### src/rtl/latch_edge_logger_pkg.sv
// Shared types and defaults for the latch observation path.
package latch_obs_pkg;

   localparam int LATCH_TS_W        = 16;
   localparam int LATCH_SYNC_STAGES = 2;

   // One logged transition: polarity plus the timestamp of the detection cycle.
   typedef struct packed {
      logic                  rise;
      logic [LATCH_TS_W-1:0] ts;
   } edge_evt_t;

endpackage

### src/rtl/latch_edge_logger_if.sv
// Event drain channel: producer drives valid/rise/ts, consumer drives ready.
interface latch_edge_logger_if
   import latch_obs_pkg::*;
#(
   parameter int TS_W = LATCH_TS_W
);
   logic            evt_valid;
   logic            evt_ready;
   logic            evt_rise;
   logic [TS_W-1:0] evt_ts;

   modport master (output evt_valid, output evt_rise, output evt_ts, input evt_ready);
   modport slave  (input evt_valid, input evt_rise, input evt_ts, output evt_ready);
endinterface

### src/rtl/latch_edge_logger_evt_fifo.sv
// Small synchronous event FIFO; head entry is read straight from storage.
module evt_fifo #(
   parameter int W     = 17,
   parameter int DEPTH = 4,
   localparam int AW   = $clog2(DEPTH)
) (
   input  logic          clk,
   input  logic          clr_n,
   input  logic          push,
   input  logic          pop,
   input  logic [W-1:0]  wdata,
   output logic [W-1:0]  rdata,
   output logic          empty,
   output logic [AW:0]   count
);

   localparam logic [AW:0] CNT_FULL = (AW+1)'(DEPTH);

   logic [W-1:0]  mem [DEPTH];
   logic [AW-1:0] wr_ptr;
   logic [AW-1:0] rd_ptr;
   logic          full;
   logic          do_push;
   logic          do_pop;

   assign full    = (count == CNT_FULL);
   assign empty   = (count == '0);
   assign do_pop  = pop && !empty;
   // A pop in the same cycle frees the slot, so a full FIFO can still accept.
   assign do_push = push && (!full || do_pop);
   assign rdata   = mem[rd_ptr];

   // Storage write; contents need no reset because count gates visibility.
   always_ff @(posedge clk) begin
      if (do_push) mem[wr_ptr] <= wdata;
   end

   // Pointer and occupancy bookkeeping.
   always_ff @(posedge clk or negedge clr_n) begin
      if (!clr_n) begin
         wr_ptr <= '0;
         rd_ptr <= '0;
         count  <= '0;
      end else begin
         if (do_push) wr_ptr <= wr_ptr + 1'b1;
         if (do_pop)  rd_ptr <= rd_ptr + 1'b1;
         if (do_push && !do_pop)      count <= count + 1'b1;
         else if (do_pop && !do_push) count <= count - 1'b1;
      end
   end

endmodule

### src/rtl/latch_edge_logger.sv
// Synchronises the latch output, detects transitions and logs them with
// a free-running timestamp into a small FIFO drained over valid/ready.
module latch_edge_logger
   import latch_obs_pkg::*;
#(
   parameter int TS_W        = LATCH_TS_W,
   parameter int DEPTH       = 4,
   parameter int SYNC_STAGES = LATCH_SYNC_STAGES
) (
   input  logic clk,
   input  logic clr_n,
   input  logic q_in,
   input  logic en,
   input  logic ovf_clr,
   output logic overflow,
   latch_edge_logger_if.master evt
);

   localparam int AW = $clog2(DEPTH);
   localparam int PW = $clog2(SYNC_STAGES + 2);
   localparam logic [PW-1:0] PRIME_DONE = PW'(SYNC_STAGES + 1);
   localparam logic [AW:0]   CNT_FULL   = (AW+1)'(DEPTH);

   logic [SYNC_STAGES-1:0] sync;
   logic                   q_sync;
   logic                   q_prev;
   logic [PW-1:0]          prime_cnt;
   logic                   primed;
   logic [TS_W-1:0]        ts;
   logic                   edge_det;
   logic                   push;
   logic                   pop;
   logic                   drop;
   logic [TS_W:0]          head;
   logic                   fifo_empty;
   logic [AW:0]            fifo_count;

   assign q_sync   = sync[SYNC_STAGES-1];
   assign primed   = (prime_cnt == PRIME_DONE);
   assign edge_det = q_sync ^ q_prev;
   assign push     = edge_det && en && primed;
   assign pop      = !fifo_empty && evt.evt_ready;
   assign drop     = push && !pop && (fifo_count == CNT_FULL);

   // Synchroniser chain, previous-value tracker and priming counter.
   always_ff @(posedge clk or negedge clr_n) begin
      if (!clr_n) begin
         sync      <= '0;
         q_prev    <= 1'b0;
         prime_cnt <= '0;
      end else begin
         sync   <= {sync[SYNC_STAGES-2:0], q_in};
         q_prev <= q_sync;
         if (prime_cnt != PRIME_DONE) prime_cnt <= prime_cnt + 1'b1;
      end
   end

   // Free-running timestamp, independent of the logging enable.
   always_ff @(posedge clk or negedge clr_n) begin
      if (!clr_n) ts <= '0;
      else        ts <= ts + 1'b1;
   end

   // Sticky overflow; a drop in the same cycle as a clear keeps it set.
   always_ff @(posedge clk or negedge clr_n) begin
      if (!clr_n)       overflow <= 1'b0;
      else if (drop)    overflow <= 1'b1;
      else if (ovf_clr) overflow <= 1'b0;
   end

   evt_fifo #(
      .W     (TS_W + 1),
      .DEPTH (DEPTH)
   ) u_fifo (
      .clk   (clk),
      .clr_n (clr_n),
      .push  (push),
      .pop   (pop),
      .wdata ({q_sync, ts}),
      .rdata (head),
      .empty (fifo_empty),
      .count (fifo_count)
   );

   // Present the head entry; force zeros while empty so stale storage never leaks.
   always_comb begin
      evt.evt_valid = !fifo_empty;
      evt.evt_rise  = 1'b0;
      evt.evt_ts    = '0;
      if (!fifo_empty) begin
         evt.evt_rise = head[TS_W];
         evt.evt_ts   = head[TS_W-1:0];
      end
   end

endmodule

### src/flat_wrapper.sv
// flat-port wrapper written by rule: the top's interface ports become plain ports
module latch_edge_logger_flat import latch_obs_pkg::*;
#(
   parameter int TS_W        = LATCH_TS_W,
   parameter int DEPTH       = 4,
   parameter int SYNC_STAGES = LATCH_SYNC_STAGES
)
  (clk, clr_n, q_in, en, ovf_clr, overflow, evt_evt_valid, evt_evt_rise, evt_evt_ts, evt_evt_ready);
  latch_edge_logger_if #(.TS_W(TS_W)) evt_i ();
  input  logic clk;
  input  logic clr_n;
  input  logic q_in;
  input  logic en;
  input  logic ovf_clr;
  output logic overflow;
  output wire logic [$bits(evt_i.evt_valid)-1:0] evt_evt_valid;
  output wire logic [$bits(evt_i.evt_rise)-1:0] evt_evt_rise;
  output wire logic [$bits(evt_i.evt_ts)-1:0] evt_evt_ts;
  input wire logic [$bits(evt_i.evt_ready)-1:0] evt_evt_ready;
  assign evt_evt_valid = evt_i.evt_valid;
  assign evt_evt_rise = evt_i.evt_rise;
  assign evt_evt_ts = evt_i.evt_ts;
  assign evt_i.evt_ready = evt_evt_ready;
  latch_edge_logger #(.TS_W(TS_W), .DEPTH(DEPTH), .SYNC_STAGES(SYNC_STAGES)) u_core (.clk(clk), .clr_n(clr_n), .q_in(q_in), .en(en), .ovf_clr(ovf_clr), .overflow(overflow), .evt(evt_i));
endmodule
### config.mk
export PLATFORM = sky130hd
export DESIGN_NAME = latch_edge_logger_flat
export DESIGN_NICKNAME = d
export VERILOG_FILES = /design/src/rtl/latch_edge_logger_pkg.sv /design/src/rtl/latch_edge_logger_if.sv /design/src/rtl/latch_edge_logger_evt_fifo.sv /design/src/rtl/latch_edge_logger.sv /design/src/flat_wrapper.sv
export SDC_FILE = /design/constraint.sdc
export NUM_CORES = 1
export LEC_CHECK = 0
export ABC_AREA = 1
export CAP_MARGIN = 20
export CELL_PAD_IN_SITES_DETAIL_PLACEMENT = 0
export CELL_PAD_IN_SITES_GLOBAL_PLACEMENT = 1
export CORE_MARGIN = 2
export CORE_UTILIZATION = 30
export DETAILED_ROUTE_END_ITERATION = 8
export GPL_TIMING_DRIVEN = 1
export HOLD_SLACK_MARGIN = 0.05
export PLACE_DENSITY_LB_ADDON = 0.1
export SLEW_MARGIN = 20
export SYNTH_ARGS = -nofsm -noshare
export SYNTH_HDL_FRONTEND = slang
export SYNTH_SLANG_ARGS = --single-unit
### constraint.sdc
create_clock -name clk -period 2 [get_ports clk]
set_input_delay 0.2 -clock clk [delete_from_list [all_inputs] [get_ports clk]]
set_output_delay 0.2 -clock clk [all_outputs]
set_load 0.005 [all_outputs]
; Word-level counts from Yosys, hierarchy flattened
; Memory sizes are Yosys's and may differ from the RTL's.
; Index checks and enable logic that the tools add are counted.
; W data, S select, Z words.
[totals]
memories = 1
in_bits = 6
ramBits = 68
wordCells = 45
ff_bits = 29
output_inout_bits = 19
[classes]
n_eq_ne = 3
n_reduce_logical = 18
add_sub_neg = 6
n_mux = 8
n_bitwise = 1
[mem_list]
columns = memory, words, width, read_ports, rd_ports_with_merged_regs, wr, line
row1 = u_core.u_fifo.mem, 4, 17, 1, 0, 1, latch_edge_logger_evt_fifo.sv:19  ; logic [W-1:0] mem [DEPTH];
[ops]
columns = operator, count
row1 = $add A16 B1 Y16 const B, 1
row2 = $mux W16, 1
row3 = $logic_and A1 B1 Y1, 9
row4 = $add A2 B1 Y2 const B, 3
row5 = $mux W3, 2
row6 = $logic_not A1 Y1, 5
row7 = $mux W1, 5
row8 = $reduce_bool A2 Y1, 2
row9 = $add A3 B1 Y3 const B, 1
row10 = $eq A3 B3 Y1 const B, 1
row11 = $logic_not A3 Y1, 1
row12 = $sub A3 B1 Y3 const B, 1
row13 = $eq A2 B2 Y1 const B, 1
row14 = $ne A2 B2 Y1 const B, 1
row15 = $logic_or A1 B1 Y1, 1
row16 = $xor A1 B1 Y1, 1

; Depth between registers and ports, before layout
[logic_depth]
ltp_word = 10
depth_mapped = 13

; Hierarchy
; A second synthesis with hierarchy kept.
[unflattened]
hier_cells = 406
hier_area_um2 = 4327.9
[modules_own_cells]
columns = mod, cells_each, instances, area_per_inst_um2, seq_area_each_um2
row1 = evt_fifo, 260, 1, 3186.8, 2217.1
row2 = latch_edge_logger, 146, 1, 1141.1, 550.5

; Least setup slack after synthesis
; No wires, ideal clock.
[synth_timing]
path_kind = reg2reg
startpoint = register u_core.prime_cnt[0]
endpoint = memory u_core.u_fifo.mem[0][0] (enable)
path_stages_with_launch = 6
n_path_buf = 0
arrival_ns = 1.713
setup_ns = 0.391
path_slack_ns = -0.104
cell_sequence = dfrtp_1 -> ha_1 -> nand2_1 -> nor2_1 -> nand2_1 -> nor2_1
[synth_via]
elab_chain_len = 5
[synth_lines]
columns = item, line
row1 = "start, declared", latch_edge_logger.sv:27  ; logic [PW-1:0] prime_cnt;
row2 = "start signal, assigned", latch_edge_logger.sv:54  ; if (prime_cnt != PRIME_DONE) prime_cnt <= prime_cnt + 1'b1;
row3 = $eq A2 B2 Y1, latch_edge_logger.sv:39  ; assign primed = (prime_cnt == PRIME_DONE);
row4 = $logic_and A1 B1 Y1, latch_edge_logger.sv:41  ; assign push = edge_det && en && primed;
row5 = $logic_and A1 B1 Y1, latch_edge_logger_evt_fifo.sv:30  ; assign do_push = push && (!full || do_pop);
row6 = $mux W1, latch_edge_logger_evt_fifo.sv:35  ; if (do_push) mem[wr_ptr] <= wdata;
row7 = $mux W1 (not written as such), latch_edge_logger_evt_fifo.sv:35
row8 = "end, declared", latch_edge_logger_evt_fifo.sv:19
; No other way between the ends.

; Final worst setup path
[layout_timing]
startpoint = register u_core.u_fifo.rd_ptr[0]
endpoint = output evt_evt_ts[13]
[layout_via]
elab_chain_len = 2
[layout_lines]
columns = item, line
row1 = "start, declared", latch_edge_logger_evt_fifo.sv:21  ; logic [AW-1:0] rd_ptr;
row2 = "start signal, assigned", latch_edge_logger_evt_fifo.sv:46  ; if (do_pop) rd_ptr <= rd_ptr + 1'b1;
row3 = $mem_v2 Z4 W17, -
row4 = $mux W16, latch_edge_logger.sv:90  ; if (!fifo_empty) begin
row5 = "end, declared", flat_wrapper.sv:18  ; output wire logic [$bits(evt_i.evt_ts)-1:0] evt_evt_ts;
; No other way between the ends.

==> impl_metrics.ini <==
[clocking]
clock_latency_ns = 0.34
htree_levels = 3
cts.path.max_buffers = 2
root_buffer = clkbuf_16
cts_made_buffers = 9
cts_sinks = 97
clkSlewWorstSetupHoldPaths_ns = 0.07
hold_buffers = 0
cts_tree = done

[synthesis]
synth-seq-area-share_pct = 67.3
ys_types = 26
yosys.area.top_type_share_pct = 49.7
synth.area.top_cells = edfxtp_1 50%, dfrtp_1 18%, nor2_1 7.9%
yosys.area.top_type = edfxtp_1
ys_warn_count = 0
syn-num-nets = 376
synth-seq-cells = 97
netlist_area_mm2 = 0.00411
avgSynthCellArea_um2 = 11.4
synthCells = 362

[sta]
tightestPinTransition_ns = 0.412
max_freq_mhz = 533
hold_viol_final = 0
skew_ns = 0.00659
whs_ns = 0.259
finalSetupViolations = 0
min_period_over_period_pct = 93.8
period_needed_ns = 1.88
slew_headroom_pct = 72.5
drv_slew = 0

[worst_setup_path]
crit-reg2reg-launch = u_core.prime_cnt[1]
critPathKind = reg2out
reg2reg_depth = 11
critPathRequiredTime_ns = 1.80
end_kind = primary output
crit_path_start_kind = register
startpoint = u_core.u_fifo.rd_ptr[0]
worstPathArrival_ns = 1.68
reg2reg_to = u_core.u_fifo.count[2]
rrSetupSlack_ns = 0.16
cp_max_fo = 22

[die]
rows = 42
io_pins = 25
start_util_pct = 30.9
die_area_mm2 = 0.0147
core-area_mm2 = 0.0133
chipWidth_um = 121
die_h_um = 121

[worst_hold_path]
hp-class = in2async

[flow_run]
drv_cap = 0

[cells_and_area]
mostFrequentLayoutCells = 85 x nor2_1, 68 x edfxtp_1, 44 x nand2_1
utilization_pct = 37.5
nets = 425
antenna_cells = 0
drive_gt1_share_pct = 13.7
mostFrequentLayoutCell = nor2_1
fillers = 1330
final_cell_area_mm2 = 0.00499
area_growth_pct = 21.4

[global_routing]
overflow = 0
grt_max_degree = 30
antenna_found_initial = 0
track_usage_pct = 12.8
grt_pass1_wl_um = 13800
grt_pass1_vias = 2578

[drt]
firstDrtPassIters = 4
drt_iter0_drc = 132
drt_wl_total_um = 8590
vias = 2595
routed_via_density = 4.38
wl_per_cell_um = 14.5
ant_nets = 0
drc_errors = 0

[pwr]
ir_drop_v = 0.000494
leakagePower_uw = 0.00199
p_per_area_mw_per_mm2 = 1260

[placement]
dpl.hpwl_um = 5560
io_buffers = 24
gp_congestion = 0.740
post_dp_cell_area_mm2 = 0.00469

[outcome]
status = finished, final reports clean
[cell families (layout without fill, tap and decap cells)]
kind of cell	Yosys count	in the layout	share of synthesized area, %
AND/OR/NAND/NOR	151	151	15.1
flip-flops	97	97	67.3
AO/OA/AOI/OAI	56	56	7.00
buffers and inverters	38	92	5.36
XOR/XNOR	11	11	2.34
adder cells (fa/ha/maj)	8	8	2.62
multiplexers	1	1	0.274
[power by group]
part | internal, uW | switching (uW)
Combinational | 984 | 1210
Clock | 968 | 717
Sequential | 2340 | 85.1
[state kept, by name, indices dropped and copies added, names as in the netlist]
register              count
u_core.sync               2
u_core.u_fifo.count       3
u_core.q_prev             1
u_core.u_fifo.mem        68
u_core.u_fifo.rd_ptr      2
u_core.u_fifo.wr_ptr      2
u_core.ts                16
u_core.overflow           1
u_core.prime_cnt          2
[metrics by stage]
step	instances	TNS, ns	setup slack [ns]	total power [uW]
after floorplan	362	-7.06	-0.104	3820
after global placement	574	-0.0765	-0.0765	4920
after detailed placement	574	-0.113	-0.113	4920
after CTS	590	0	0.0276	6420
after global routing	592	-0.00296	-0.00296	6730
final	592	0	0.123	6300
[layout make-up]
type                            instances  area, um2  share of cell area, %
Inverter                               27        108                   2.16
Multi-Input combinational cell        227       1130                   22.7
Clock buffer                           11        233                   4.67
Clock inverter                          5       56.3                   1.13
Sequential cell                        97       2770                   55.5
Tap cell                              176        220                   4.41
Timing Repair Buffer                   49        469                   9.41
[how the worst max path moves through the flow]
stage                                   end  slack, ns  cells after the start
detailed placement   u_core.u_fifo.count[2]      -0.11                     11
floorplan           u_core.u_fifo.mem[0][0]      -0.10                      5
global placement     u_core.u_fifo.count[2]      -0.08                     11
CTS                  u_core.u_fifo.count[2]       0.03                     11
global route         u_core.u_fifo.count[2]     -0.003                     12
finish                       evt_evt_ts[13]       0.12                      6
[routing by layer]
layer  vias up  part of all wire [%]  global-route usage [%]
li1       1305                     -                       -
met1      1255                    48                    16.8
met3        13                   2.1                    1.97
met4         0                   2.1                    6.10
met5         -                     0                       0
met2        22                    48                    20.7
[cell usage after synthesis]
master / number
o21ai_1: 31
buf_4: 2
nand2_2: 3
fa_1: 1
dfrtp_1: 29
xor2_1: 6
clkinv_2: 1
nand3_1: 9
nand2_1: 44
nand4_1: 4
ha_1: 7
a21oi_1: 16
a21oi_2: 2
clkbuf_8: 1
o21ai_0: 7
mux2_2: 1
edfxtp_1: 68
xnor2_1: 5
nor2_2: 1
nor2_1: 87
inv_4: 2
nor2_4: 2
inv_1: 24
nand3_2: 1
buf_6: 7
buf_2: 1
[repair_timing]
| item | CTS | global route |
|---|---|---|
| pin swaps | 1 | 3 |
| resized for setup | 18 | 4 |
| endpoints found under the setup margin | 18 | 1 |
| buffers inserted | 0 | 2 |
[worst max-delay path, stage by stage, from the launching register on]
cell,delay (ns)
dfrtp_1,0.41
buf_12,0.17
inv_4,0.08
buf_12,0.16
o21ai_1,0.10
a21oi_2,0.16
dlygate4sd2_1,0.26
Note: power is estimated with default switching activity, not from simulation.
